**config.mk**
```make
export PLATFORM = sky130hd
export DESIGN_NAME = seg_multiplexer
export DESIGN_NICKNAME = d
export VERILOG_FILES = /design/src/rtl/seg_mux_pkg.sv /design/src/rtl/seg_sel_decode.sv /design/src/rtl/seg_multiplexer.sv
export SDC_FILE = /design/constraint.sdc
export NUM_CORES = 1
export LEC_CHECK = 0
export ABC_AREA = 1
export ABC_CLOCK_PERIOD_IN_PS = 800
export CORE_ASPECT_RATIO = 0.7
export CORE_MARGIN = 2
export CORE_UTILIZATION = 34
export DETAILED_ROUTE_END_ITERATION = 6
export MAX_ROUTING_LAYER = met4
export PLACE_DENSITY = 0.79
export SLEW_MARGIN = 20
export SYNTH_ARGS = -nofsm -noshare
export SYNTH_HDL_FRONTEND = slang
export SYNTH_SLANG_ARGS = --single-unit
export TNS_END_PERCENT = 10
```
**constraint.sdc**
```tcl
create_clock -name clk -period 0.8 [get_ports clk]
set_input_delay 0.16 -clock clk [delete_from_list [all_inputs] [get_ports clk]]
set_output_delay 0.16 -clock clk [all_outputs]
set_load 0.01 [all_outputs]
```
**src/rtl/seg_mux_pkg.sv**
```systemverilog
// rtl/seg_mux_pkg.sv - shared constants for the seven-segment digit multiplexer
//
// Purpose: holds the defaults and select-bit indices used by seg_sel_decode
//          and seg_multiplexer.
// Contents:
//   SEG_W_DEFAULT  default width of a segment pattern
//   BLANK_DEFAULT  all-ones source for the blank pattern (segments are active-low);
//                  truncate it to SEG_W bits to get the blank pattern
//   SEL_A..SEL_D   bit positions of each digit inside the one-hot select
package seg_mux_pkg;

  localparam int SEG_W_DEFAULT = 8;

  // Wide all-ones constant so a blank of any width up to 64 bits is a simple truncation.
  localparam logic [63:0] BLANK_DEFAULT = '1;

  localparam int SEL_A = 0;
  localparam int SEL_B = 1;
  localparam int SEL_C = 2;
  localparam int SEL_D = 3;

endpackage

```
**src/rtl/seg_sel_decode.sv**
```systemverilog
// rtl/seg_sel_decode.sv - one-hot digit select to index/valid decoder
//
// Purpose: turns the 4-bit one-hot select into a 2-bit digit index plus a
//          valid flag. The handling of multi-hot selects depends on the
//          configuration macro SEG_MUX_PRIORITY_EN.
//   SEG_MUX_PRIORITY_EN defined   : any non-zero select is valid; the lowest
//                                   set bit wins (A > B > C > D).
//   SEG_MUX_PRIORITY_EN undefined : only an exactly one-hot select is valid,
//                                   so a multi-hot select shows as blank.
// Ports:
//   select  in   4  one-hot select, bit0=A .. bit3=D
//   idx     out  2  index of the chosen digit (meaningful only when valid=1)
//   valid   out  1  1 when idx names a digit to display
module seg_sel_decode
  import seg_mux_pkg::*;
(
  input  logic [3:0] select,
  output logic [1:0] idx,
  output logic       valid
);

  always_comb begin
    idx = 2'(SEL_A);
    // Scan from the highest bit down so the lowest set bit is the last one
    // written; this gives the A > B > C > D priority and is also the correct
    // index whenever the select is exactly one-hot.
    for (int i = SEL_D; i >= SEL_A; i--) begin
      if (select[i]) begin
        idx = 2'(i);
      end
    end
  end

`ifdef SEG_MUX_PRIORITY_EN
  assign valid = |select;
`else
  assign valid = $onehot(select);
`endif

endmodule

```
**src/rtl/seg_multiplexer.sv**
```systemverilog
// rtl/seg_multiplexer.sv - registered four-digit seven-segment pattern multiplexer
//
// Purpose: each clock, loads the segment pattern of the selected digit into a
//          register that drives the display. Blank is shown when disabled, when
//          no digit is selected, or (without SEG_MUX_PRIORITY_EN) when more than
//          one digit is selected.
// Configuration: SEG_MUX_PRIORITY_EN (see seg_sel_decode).
// Parameters:
//   SEG_W   width of each pattern and of digit
//   BLANK   active-low pattern with every segment off
// Ports:
//   clk     in   1      rising-edge clock
//   reset   in   1      asynchronous active-high reset; forces digit to BLANK
//   enable  in   1      1 = show the selected pattern, 0 = blank
//   A..D    in   SEG_W  patterns for digit positions 0..3
//   select  in   4      one-hot select, bit0=A .. bit3=D
//   digit   out  SEG_W  registered segment drive
module seg_multiplexer
  import seg_mux_pkg::*;
#(
  parameter int               SEG_W = SEG_W_DEFAULT,
  parameter logic [SEG_W-1:0] BLANK = SEG_W'(BLANK_DEFAULT)
) (
  input  logic             clk,
  input  logic             reset,
  input  logic             enable,
  input  logic [SEG_W-1:0] A,
  input  logic [SEG_W-1:0] B,
  input  logic [SEG_W-1:0] C,
  input  logic [SEG_W-1:0] D,
  input  logic [3:0]       select,
  output logic [SEG_W-1:0] digit
);

  logic [1:0]       sel_idx;
  logic             sel_valid;
  logic [SEG_W-1:0] next_digit;

  seg_sel_decode u_decode (
    .select (select),
    .idx    (sel_idx),
    .valid  (sel_valid)
  );

  always_comb begin
    next_digit = BLANK;
    if (enable && sel_valid) begin
      case (sel_idx)
        2'(SEL_A): next_digit = A;
        2'(SEL_B): next_digit = B;
        2'(SEL_C): next_digit = C;
        2'(SEL_D): next_digit = D;
        default:   next_digit = BLANK;
      endcase
    end
  end

  always_ff @(posedge clk or posedge reset) begin
    if (reset) begin
      digit <= BLANK;
    end else begin
      digit <= next_digit;
    end
  end

endmodule

```
==> impl_metrics.yaml, run 1 <==
final_layout:
  antennaDiodeCount: 0
  top_register: "digit"
  nets: 193
  drive_above_1_share: 0.3793
  largest_reg_flops: 8
  synthToLayoutAreaGrowth_pct: 104.4
  reg_top3: "digit: 8 flops"
  final_cells: 167
die:
  num_rows: 13
  die-width_um: 56.64
  die_area_um2: 2313
  fp.coreArea_um2: 1838
  die_h_um: 40.85
  io_pins: 47
  start_util: 0.3587
clock_tree:
  holdBufCountCts: 0
  cts_buffer_depth: 2
  root_buffer: "clkbuf_4"
  cts_buffers: 3
  cts_tree: "yes"
  cts_sinks: 8
  cts_max_level: 1
  clk_pin_slew_ns: 0.06
timing:
  fin_crit_sh: 1.885
  timing.final.max_slew_violations: 0
  finalCriticalPeriod_ns: 1.508
  tightestPinTransition_ns: 0.2969
  setup_viol: 16
  rsz0062_at_grt: "yes"
  fin_ws_ns: -0.7084
  max_freq_mhz: 663.0
  finalHoldViolations: 0
  slew_headroom: 0.8019
placement:
  gp_congestion: 0.7728
  dp_hpwl_um: 1826
  place_ws_ns: -1.586
  port_buffers: 46
  place_inst: 163
detailed_routing:
  drt_iter0_drc: 6
  viasPerCell: 4.970
  drcViolationCount: 0
  num_vias: 830
  routedWlPerCell_um: 13.83
  postRouteWirelength_um: 2310
  final_antenna_net_count: 0
  dr.pass1.iters: 4
logic_synthesis:
  synth_edf_count: 0
  syn_area_um2: 659.4
  post_synth_main_area_contributors: "dfstp_2, nand3_1, nand2_1"
  synth_top_area_frac: 0.3188
  synth_area_leader_cell: "dfstp_2"
  ys_warn_count: 0
  ys_seq_area_frac: 0.3188
  synth_commonest_cells: "nand3_1, nand2_1, a21oi_1, dfstp_2"
  yosysUniqueCellTypes: 14
  synth_area_per_cell_um2: 7.579
  synthCells: 87
  synth_most_common_cell: "nand3_1"
  synth_nets: 133
  ys_async_sr_fraction: 1.000
  synth_seq_cells: 8
  synth_flop_cell: "dfstp_2"
worst_setup_path:
  timing.critical_path.buf_inv: 3
  slowest_delay_ns: 0.48
  cp-end-kind: "flop"
  crit_family: "adder cells"
  cp.arrival_ns: 1.70
  crit_top_cell: "ha_4"
  required_ns: 1.00
  startpoint_type: "primary input"
  crit_slowest_cell: "fa_1"
  crit_fanout: 8
  worstSetupPathType: "primary input to flop"
  path_cells: "buf_12, inv_12, ha_4, inv_2, ha_4, fa_1, nor2_4, nand3_4, a21oi_2, nand2_1"
  crit_start: "select[0]"
pwr:
  intPower_w: 0.001030
  irDropWorstVdd_v: 0.001006
  power_frac_comb: 0.455
  seq_power_share: 0.322
  swShare: 0.3100
  p_switching_w: 0.0004629
  clock_power_share: 0.223
  power_density_nw_per_um2: 1108
  power_leakage_nw: 0.5592
grt:
  grt_max_degree: 10
  grt_overflow_total: 0
  grt_pass1_vias: 844
  antenna_found_initial: 0
  grt_pass1_wl_um: 3615
  grt_usage: 0.2248
worst_hold_path:
  min_path_type: "primary input to async pin"
flow_run:
  cap_violations: 0
outcome:
  status: "finished, violations left"
  violations: "setup timing"
## logic make-up (layout without fill, tap and decap cells)
| logic type | after synthesis | after routing | synth area share |
|---|---|---|---|
| AND/OR/NAND/NOR | 55 | 55 | 0.4099 |
| buffers and inverters | 9 | 67 | 0.06641 |
| AO/OA/AOI/OAI | 8 | 8 | 0.06072 |
| flip-flops | 8 | 8 | 0.3188 |
| adder cells (fa/ha/maj) | 7 | 7 | 0.1442 |
## cell usage in the layout, fill, tap and decap left out
master	instances
fa_1	1
nand2_1	24
ha_4	3
ha_1	3
a21oi_1	2
nand3_4	1
buf_6	10
clkbuf_4	3
a21oi_2	6
dfstp_2	8
inv_4	1
inv_2	3
nand3_1	24
buf_12	1
inv_1	2
nand2_4	1
inv_12	1
buf_2	1
nor2_4	4
clkdlybuf4s50_1	34
buf_4	11
nand2_2	1
## power groups by stage
stage	clock, W	combinational (W)	sequential [W]
after floorplan	0	0.000222	0.000500
after global placement	0	0.000590	0.000479
after detailed placement	0	0.000604	0.000479
after CTS	0.000343	0.000659	0.000481
after global routing	0.000371	0.000732	0.000485
final	0.000333	0.000679	0.000481
## final cells by class
cell class              instances  area (um2)
fillers                       138       490.5
clock buffers                   3       22.52
well taps                      22       27.53
repair buffers                 57       560.5
inverters                       7       41.29
multi-input cells              70       485.5
flip-flops and latches          8       210.2
## how the worst max path moves through the flow
stage	to	slack, ns	depth (start not counted)
after floorplan	digit[0]	-0.75	9
after global placement	digit[6]	-1.53	10
after detailed placement	digit[6]	-1.59	10
after CTS	digit[6]	-0.68	10
after global routing	digit[6]	-0.77	10
final	digit[1]	-0.71	10
## through the flow
step / area [um2] / hold slack, ns / TNS, ns / power, W / util
4_1_cts: 1338 / 0.4065 / -7.296 / 0.001483 / 0.7277
5_1_grt: 1348 / 0.4205 / -8.227 / 0.001588 / 0.7332
3_3_place_gp: 1262 / 0.6727 / -15.03 / 0.001068 / 0.6869
2_1_floorplan: 714.4 / 0.2026 / -5.982 / 0.0007222 / -
6_report: 1348 / 0.3953 / -7.517 / 0.001493 / 0.7332
3_5_place_dp: 1262 / 0.6986 / -15.41 / 0.001083 / 0.6869
## what timing repair did
item / 4_1_cts / 5_1_grt
buffers inserted: 1 / 0
resized for setup: 71 / 2
pin swaps: 7 / 3
setup endpoints to repair: 16 / 16
## metal layers
layer / up-vias / part of all wire / GRT usage
li1: 408 / - / -
met1: 394 / 0.40 / 0.2237
met2: 26 / 0.53 / 0.4360
met3: 2 / 0.058 / 0.07886
met4: 0 / 0.0095 / 0.07143
met5: - / 0 / -
Note: power is estimated with default switching activity, not from simulation.
==> run 2: changes to the inputs <==
Settings changed: CELL_PAD_IN_SITES_DETAIL_PLACEMENT set to 1, CELL_PAD_IN_SITES_GLOBAL_PLACEMENT set to 1, CORE_UTILIZATION 34 to 22, PLACE_DENSITY 0.79 to unset, PLACE_DENSITY_LB_ADDON set to 0.1.
==> run 2 against run 1 <==
  * The run still ends with setup timing left
  * Final cell count grew 7.8%
  * First-iteration DRC count is 67% higher
  * Critical path type unchanged
  * Power increased by 10%
  * Fmax shrank 3.5%
==> impl_metrics.yaml, run 2 (synthesized netlist as in run 1, its figures left out) <==
detailed_routing:
  routedWlPerCell_um: 13.69
  postRouteWirelength_um: 2465
  viasPerCell: 4.467
  drt_iter0_drc: 10
  drcViolationCount: 0
  dr.pass1.iters: 3
  final_antenna_net_count: 0
  num_vias: 804
die:
  io_pins: 47
  fp.coreArea_um2: 2823
  start_util: 0.2336
  die_h_um: 49.81
  die_area_um2: 3458
  die-width_um: 69.44
  num_rows: 16
placement:
  place_inst: 176
  dp_hpwl_um: 1990
  gp_congestion: 0.7608
  port_buffers: 46
  place_ws_ns: -1.588
worst_setup_path:
  path_cells: "buf_12, inv_12, ha_4, inv_2, ha_4, fa_1, nor2_2, nand3_4, a21oi_2, nand2_1"
  cp-end-kind: "flop"
  crit_top_cell: "ha_4"
  timing.critical_path.buf_inv: 3
  crit_fanout: 8
  crit_slowest_cell: "fa_1"
  worstSetupPathType: "primary input to flop"
  startpoint_type: "primary input"
  slowest_delay_ns: 0.45
  critical_path_cell_count: 10
  cp.arrival_ns: 1.72
  crit_family: "adder cells"
  required_ns: 0.95
timing:
  max_freq_mhz: 639.7
  finalCriticalPeriod_ns: 1.563
  fin_ws_ns: -0.7632
  timing.final.max_slew_violations: 0
  whs_ns: 0.4434
  rsz0062_at_grt: "yes"
  tightestPinTransition_ns: 0.3187
  finalHoldViolations: 0
  fin_crit_sh: 1.954
  slew_headroom: 0.7873
  setup_viol: 16
grt:
  grt_overflow_total: 0
  antenna_found_initial: 0
  grt_pass1_vias: 844
  grt_max_degree: 17
  grt_usage: 0.1617
  grt_pass1_wl_um: 4126
clock_tree:
  cts_sinks: 8
  cts_tree: "yes"
  cts_max_level: 1
  clk_pin_slew_ns: 0.04
  holdBufCountCts: 0
  cts_buffers: 3
  root_buffer: "clkbuf_8"
  cts_buffer_depth: 2
final_layout:
  final_cell_mix: "clkdlybuf4s50_1, nand3_1, nand2_1"
  largest_reg_flops: 8
  drive_above_1_share: 0.3750
  layout_commonest_cell: "clkdlybuf4s50_1"
  reg_top3: "digit: 8 flops"
  synthToLayoutAreaGrowth_pct: 108.9
  n_fill_cell: 312
  nets: 192
  antennaDiodeCount: 0
  top_register: "digit"
  final_cells: 180
  fin_util: 0.4880
flow_run:
  cap_violations: 0
pwr:
  irDropWorstVdd_v: 0.0006940
  power_density_nw_per_um2: 1192
  power_leakage_nw: 0.5628
outcome:
  status: "finished, violations left"
  violations: "setup timing"
worst_hold_path:
  min_path_type: "primary input to async pin"
## run 2: cell types whose count changed in the layout (fill, tap and decap cells not counted), sizes merged
cell | before | now
buf | 23 | 22
## run 2: worst paths after layout
| path | slack, ns | endpoint | from |
|---|---|---|---|
| worst max-delay path | -0.76 | digit[7] | select[0] |
| worst min-delay path | 0.44 | digit[1] | reset |
| max in group asynchronous | 0.33 | digit[4] | reset |
| min in group clk | 0.46 | digit[7] | select[1] |
## run 2: area by class of cell
type	instances	area [um2]	area share
multi-input combinational	70	480.5	0.3488
tap	36	45.04	0.03270
inverter	7	41.29	0.02997
sequential	8	210.2	0.1526
timing repair buffer	56	559.3	0.4060
clock buffer	3	41.29	0.02997
## run 2: repair_timing
action,4_1_cts,5_1_grt
pin swaps,7,3
buffers inserted,1,0
resized for setup,70,0
gates cloned,0,0
setup endpoints to repair,16,16
## run 2: metal layers
metal	vias up	wire length (um)	track usage
met1	363	1104	0.1873
met3	5	164	0.05521
met4	0	23	0.03922
li1	406	-	-
met2	30	1173	0.2724
met5	-	0	-
## run 2: stage by stage
step	instance area [um2]	power (W)	TNS (ns)
after detailed placement	1285	0.001102	-15.58
final	1378	0.001642	-7.528
after global routing	1378	0.001758	-8.254
after global placement	1285	0.001085	-15.14
after floorplan	714.4	0.0007222	-5.982
after CTS	1378	0.001670	-7.444
## run 2: power by group
part / internal (W) / switching (W)
Sequential: 0.000467 / 0.0000159
Clock: 0.000326 / 0.000162
Combinational: 0.000387 / 0.000284
==> variant 1: new RTL, settings of run 1 <==
Make the reset (`reset`) synchronous in one clocked block. Comments in the files are not updated.
--- a/src/rtl/seg_multiplexer.sv
+++ b/src/rtl/seg_multiplexer.sv
@@ -57,3 +57,3 @@
 
-  always_ff @(posedge clk or posedge reset) begin
+  always_ff @(posedge clk) begin
     if (reset) begin
Formal check against the unedited RTL: differs if reset is asserted again (counterexample within 4 cycles, from zero or initial values and one cycle with reset high); with reset held inactive, the same outputs for 10 cycles.
==> variant 1 against run 1 <==
The flow still finishes with violations (setup timing); sequential cell count did not move; sequential share of layout area fell by 2.9 points; area after synthesis fell by 2.1%; final area fell by 6.4%; count of clock-buffer cells in the layout did not move; total power fell by 13%; first-iteration DRC count rose by 130%; wire length rose by 0.30%; worst setup slack got worse by 160 ps; synthesized cell count rose by 2.3%; highest routed layer unchanged.
==> variant 1: results (changes against run 1) <==
- Wire length per cell: 13.8 um (about the same)
- Grt met2 use: 41.2% (was 43.6%)
- Filler cell count: 146 (was 138)
- Detail Placement HPWL: 1810 um (was 1830 um)
- Syn Nets: 135 (was 133)
- Status: complete, but fails checks (unchanged)
- Number of detailed-routing iterations run before antenna repair: 4 (unchanged)
- P_leak: 0.516 nW (was 0.559 nW)
- Most frequent cells after synthesis: sky130_fd_sc_hd__nand2_1, sky130_fd_sc_hd__nand4_1, sky130_fd_sc_hd__a21oi_1, sky130_fd_sc_hd__dfxtp_1, sky130_fd_sc_hd__nand3_1 (was sky130_fd_sc_hd__nand3_1, sky130_fd_sc_hd__nand2_1, sky130_fd_sc_hd__a21oi_1, sky130_fd_sc_hd__dfstp_2)
- Failing checks: setup timing (unchanged)
- Distinct cell type count of the synthesized netlist: 17 (was 14)
- Wire length of the first global-routing pass: 3550 um (was 3620 um)
- Final Wtd Congestion: 0.847 (was 0.773)
- Routing usage on met3: 8.06% (was 7.89%)
- Final setup violation count: 16 (unchanged)
- Headroom to the max-slew limit: 76.9% (was 80.2%)
- Largest net degree at the start of global routing: 17 (was 10)
- H-tree depth reported by CTS: 1 (unchanged)
- IO Port Bufs: 46 (unchanged)
- Number of global-route vias before repair: 790 (was 844)
- Registers with the highest flip-flop counts: digit (8) (unchanged)
- Post-placement setup slack: -1780 ps (was -1590 ps)
- Number of buffers created by CTS: 3 (unchanged)
- Starting DRC count in detailed routing: 14 (was 6)
- Worst hold-check path type: in2reg (was in2async)
- Met1 Use GR: 24.1% (was 22.4%)
- CTS Buffer Depth: 2 (unchanged)
- Highest fanout seen on the critical path: 8 (unchanged)
- Synth area leaders: sky130_fd_sc_hd__dfxtp_1, sky130_fd_sc_hd__nand4_1, sky130_fd_sc_hd__nand2_1, sky130_fd_sc_hd__ha_1, sky130_fd_sc_hd__a21oi_1 (was sky130_fd_sc_hd__dfstp_2, sky130_fd_sc_hd__nand3_1, sky130_fd_sc_hd__nand2_1, sky130_fd_sc_hd__ha_1, sky130_fd_sc_hd__a21oi_1)
- Clock transition time at the flip-flop clock pins of the worst setup and hold paths: 50 ps
- Critical path arrival: 1820 ps (was 1700 ps)
- Overall fraction of global-route tracks in use: 22.2% (was 22.5%)
- Yosys synthesis warning count: 0 (unchanged)
- Net count reported at finish: 194 (was 193)
- Worst Setup Slack, final: -873 ps (was -708 ps)
- Async SR Flop Fraction: 0% (was 100%)
- Share of final-layout standard cells stronger than drive strength 1: 32.2% (was 37.9%)
- Initial antenna violation count: 0 (unchanged)
- Routed via count divided by cell count: 5.03 (was 4.97)
- Max VDD drop: 0.789 mV (was 1.01 mV)
- CTS Root Buffer Type: sky130_fd_sc_hd__clkbuf_4 (unchanged)
- Antenna diode count: 0 (unchanged)
- Total gr overflow: 0 (unchanged)
- Most used flip-flop cell after synthesis: sky130_fd_sc_hd__dfxtp_1 (was sky130_fd_sc_hd__dfstp_2)
- Share of synthesized area occupied by flip-flops and latches: 24.8% (was 31.9%)
- Remaining antenna violation count after routing: 0 (unchanged)
-- variant 1: final timing paths --
check                     start       end  slack, ps  cells after the start
worst max-delay path  select[0]  digit[0]       -870                     10
worst min-delay path  select[1]  digit[5]        410                      6
-- variant 1: through the flow --
step	area, sq um	instances	TNS, ps
CTS	1260	169	-7670
global placement	1250	165	-14050
global route	1260	168	-8120
finish	1260	168	-7140
detailed placement	1250	165	-15360
floorplan	696	89	-6890
-- variant 1: cell families (layout without fill, tap and decap cells) --
| family | after synthesis | in the layout | share of synthesized area (%) |
|---|---|---|---|
| AOI/OAI and AO/OA | 8 | 8 | 6.20 |
| adders and majority gates | 7 | 7 | 14.7 |
| buffers and inverters | 12 | 69 | 11.2 |
| DFF | 8 | 8 | 24.8 |
| and+or+nand+nor | 54 | 54 | 43.0 |
-- variant 1: layout make-up --
class	count	area [sq um]	area share [%]
Tap cell	22	27.5	2.18
Inverter	8	50.0	3.97
Sequential cell	8	160	12.7
Clock buffer	3	22.5	1.79
Multi-Input combinational cell	69	477	37.8
Timing Repair Buffer	58	524	41.6
-- variant 1: repair_timing --
action | in CTS | in global routing
pin swaps | 6 | 7
hold buffers | 0 | 0
setup endpoints to repair | 16 | 16
resized for setup | 52 | 8
setup buffers | 1 | 0
-- variant 1: layer usage --
metal | vias up | wire length [um]
li1 | 425 | -
met1 | 373 | 1010
met2 | 45 | 1070
met3 | 2 | 218
met4 | 0 | 10
met5 | - | 0
-- variant 1: critical path, stage by stage --
cell	delay [ps]
sky130_fd_sc_hd__buf_12	90
sky130_fd_sc_hd__inv_12	30
sky130_fd_sc_hd__ha_4	260
sky130_fd_sc_hd__inv_4	30
sky130_fd_sc_hd__ha_4	140
sky130_fd_sc_hd__fa_1	460
sky130_fd_sc_hd__nor3b_2	220
sky130_fd_sc_hd__nand2_2	190
sky130_fd_sc_hd__a21oi_2	160
sky130_fd_sc_hd__nand2_1	60
-- variant 1: power by group --
group / total, W / switching, W / internal [W]
Clock: 0.000312 / 0.000140 / 0.000172
Sequential: 0.000422 / 0.00000343 / 0.000419
Combinational: 0.000564 / 0.000239 / 0.000325
==> variant 2: new RTL, flow settings as in run 1 <==
Without the edit above. Change the package constant `SEL_D` from 3 to 2.
--- a/src/rtl/seg_mux_pkg.sv
+++ b/src/rtl/seg_mux_pkg.sv
@@ -19,3 +19,3 @@
   localparam int SEL_C = 2;
-  localparam int SEL_D = 3;
+  localparam int SEL_D = 2;
 
Check against the original RTL: not equivalent (Yosys sat finds a counterexample within 4 cycles, from zero or initial values and one cycle with reset high).
==> variant 2 against run 1 <==
The flow still finishes with violations (setup timing); total power down 10%; final cell count decreased by 16%; global-route usage fell by 3.3 points; sequential cell count is the same; die area is 7.3% lower; area after synthesis down 8.0%; synthesized cell count shrank 15%; first-iteration DRC count rose by 120%; critical path depth unchanged; final area shrank 14%; via count shrank 19%; worst setup slack lost 75 ps; wire length down 23%; critical endpoint is now digit[6].
==> variant 2: results (changes against run 1) <==
- Status: complete, but fails checks (unchanged)
- Failing checks: setup timing (unchanged)
- Met1 Use GR: 17.8% (was 22.4%)
- Via count: 673 (was 830)
- Grt met2 use: 38.0% (was 43.6%)
- Wire length per cell: 12.7 um (was 13.8 um)
- Synth area leaders: sky130_fd_sc_hd__dfstp_2, sky130_fd_sc_hd__nand3_1, sky130_fd_sc_hd__nand2_1, sky130_fd_sc_hd__ha_1, sky130_fd_sc_hd__nor2_8 (was sky130_fd_sc_hd__dfstp_2, sky130_fd_sc_hd__nand3_1, sky130_fd_sc_hd__nand2_1, sky130_fd_sc_hd__ha_1, sky130_fd_sc_hd__a21oi_1)
- Number of global-route vias before repair: 675 (was 844)
- Met3 layer wire length in the routed design: 167 um (was 133 um)
- Worst Setup Slack, final: -783 ps (was -708 ps)
- Cell area after placement: 1100 sq um (was 1260 sq um)
- Max VDD drop: 0.745 mV (was 1.01 mV)
- Most frequent cells after synthesis: sky130_fd_sc_hd__nand3_1, sky130_fd_sc_hd__nand2_1, sky130_fd_sc_hd__dfstp_2, sky130_fd_sc_hd__nor2_1, sky130_fd_sc_hd__ha_1 (was sky130_fd_sc_hd__nand3_1, sky130_fd_sc_hd__nand2_1, sky130_fd_sc_hd__a21oi_1, sky130_fd_sc_hd__dfstp_2)
- Post-placement setup slack: -1630 ps (was -1590 ps)
- Seq cells: 8 (unchanged)
- Detail Placement HPWL: 1520 um (was 1830 um)
- Core utilization of the finished layout: 71.0% (was 73.3%)
- Net count reported at finish: 166 (was 193)
- Non-clock buffer count: 43 (was 57)
- Critical path arrival: 1760 ps (was 1700 ps)
- Final Wtd Congestion: 0.727 (was 0.773)
- Destination of the critical timing path: digit[6] (was digit[1])
- Wire length of the first global-routing pass: 2730 um (was 3620 um)
- Post-CTS Setup Inserts: 0 (was 1)
- Final setup violation count: 16 (unchanged)
- Multi-input combinational cell count: 60 (was 70)
- Clk cell area share: 1.94% (was 1.67%)
- Non-clock buffer contribution to total cell area: 36.9% (was 41.6%)
- P_leak: 0.500 nW (was 0.559 nW)
- Routing usage on met3: 8.02% (was 7.89%)
- Starting DRC count in detailed routing: 13 (was 6)
-- variant 2: stage by stage --
step	total power (W)	instances
2_1_floorplan	0.000717	74
3_3_place_gp	0.000986	137
3_5_place_dp	0.00101	137
4_1_cts	0.00135	140
6_report	0.00134	140
5_1_grt	0.00143	140
-- variant 2: logic make-up after synthesis --
logic type / after synthesis / share of synthesized area (%)
adders and majority gates: 6 / 13.6
buffers and inverters: 6 / 4.33
and+or+nand+nor: 54 / 47.4
DFF: 8 / 34.6
-- variant 2: timing repair --
action                     4_1_cts  5_1_grt
setup endpoints to repair       16       16
pin swaps                       14        4
gates cloned                     0        0
resized for setup               71        0
-- variant 2: power groups by stage --
stage / logic (W) / registers (W) / clock network (W)
global placement: 0.000517 / 0.000469 / 0
floorplan: 0.000229 / 0.000488 / 0
CTS: 0.000573 / 0.000473 / 0.000308
global route: 0.000619 / 0.000475 / 0.000332
detailed placement: 0.000537 / 0.000471 / 0
finish: 0.000568 / 0.000472 / 0.000301
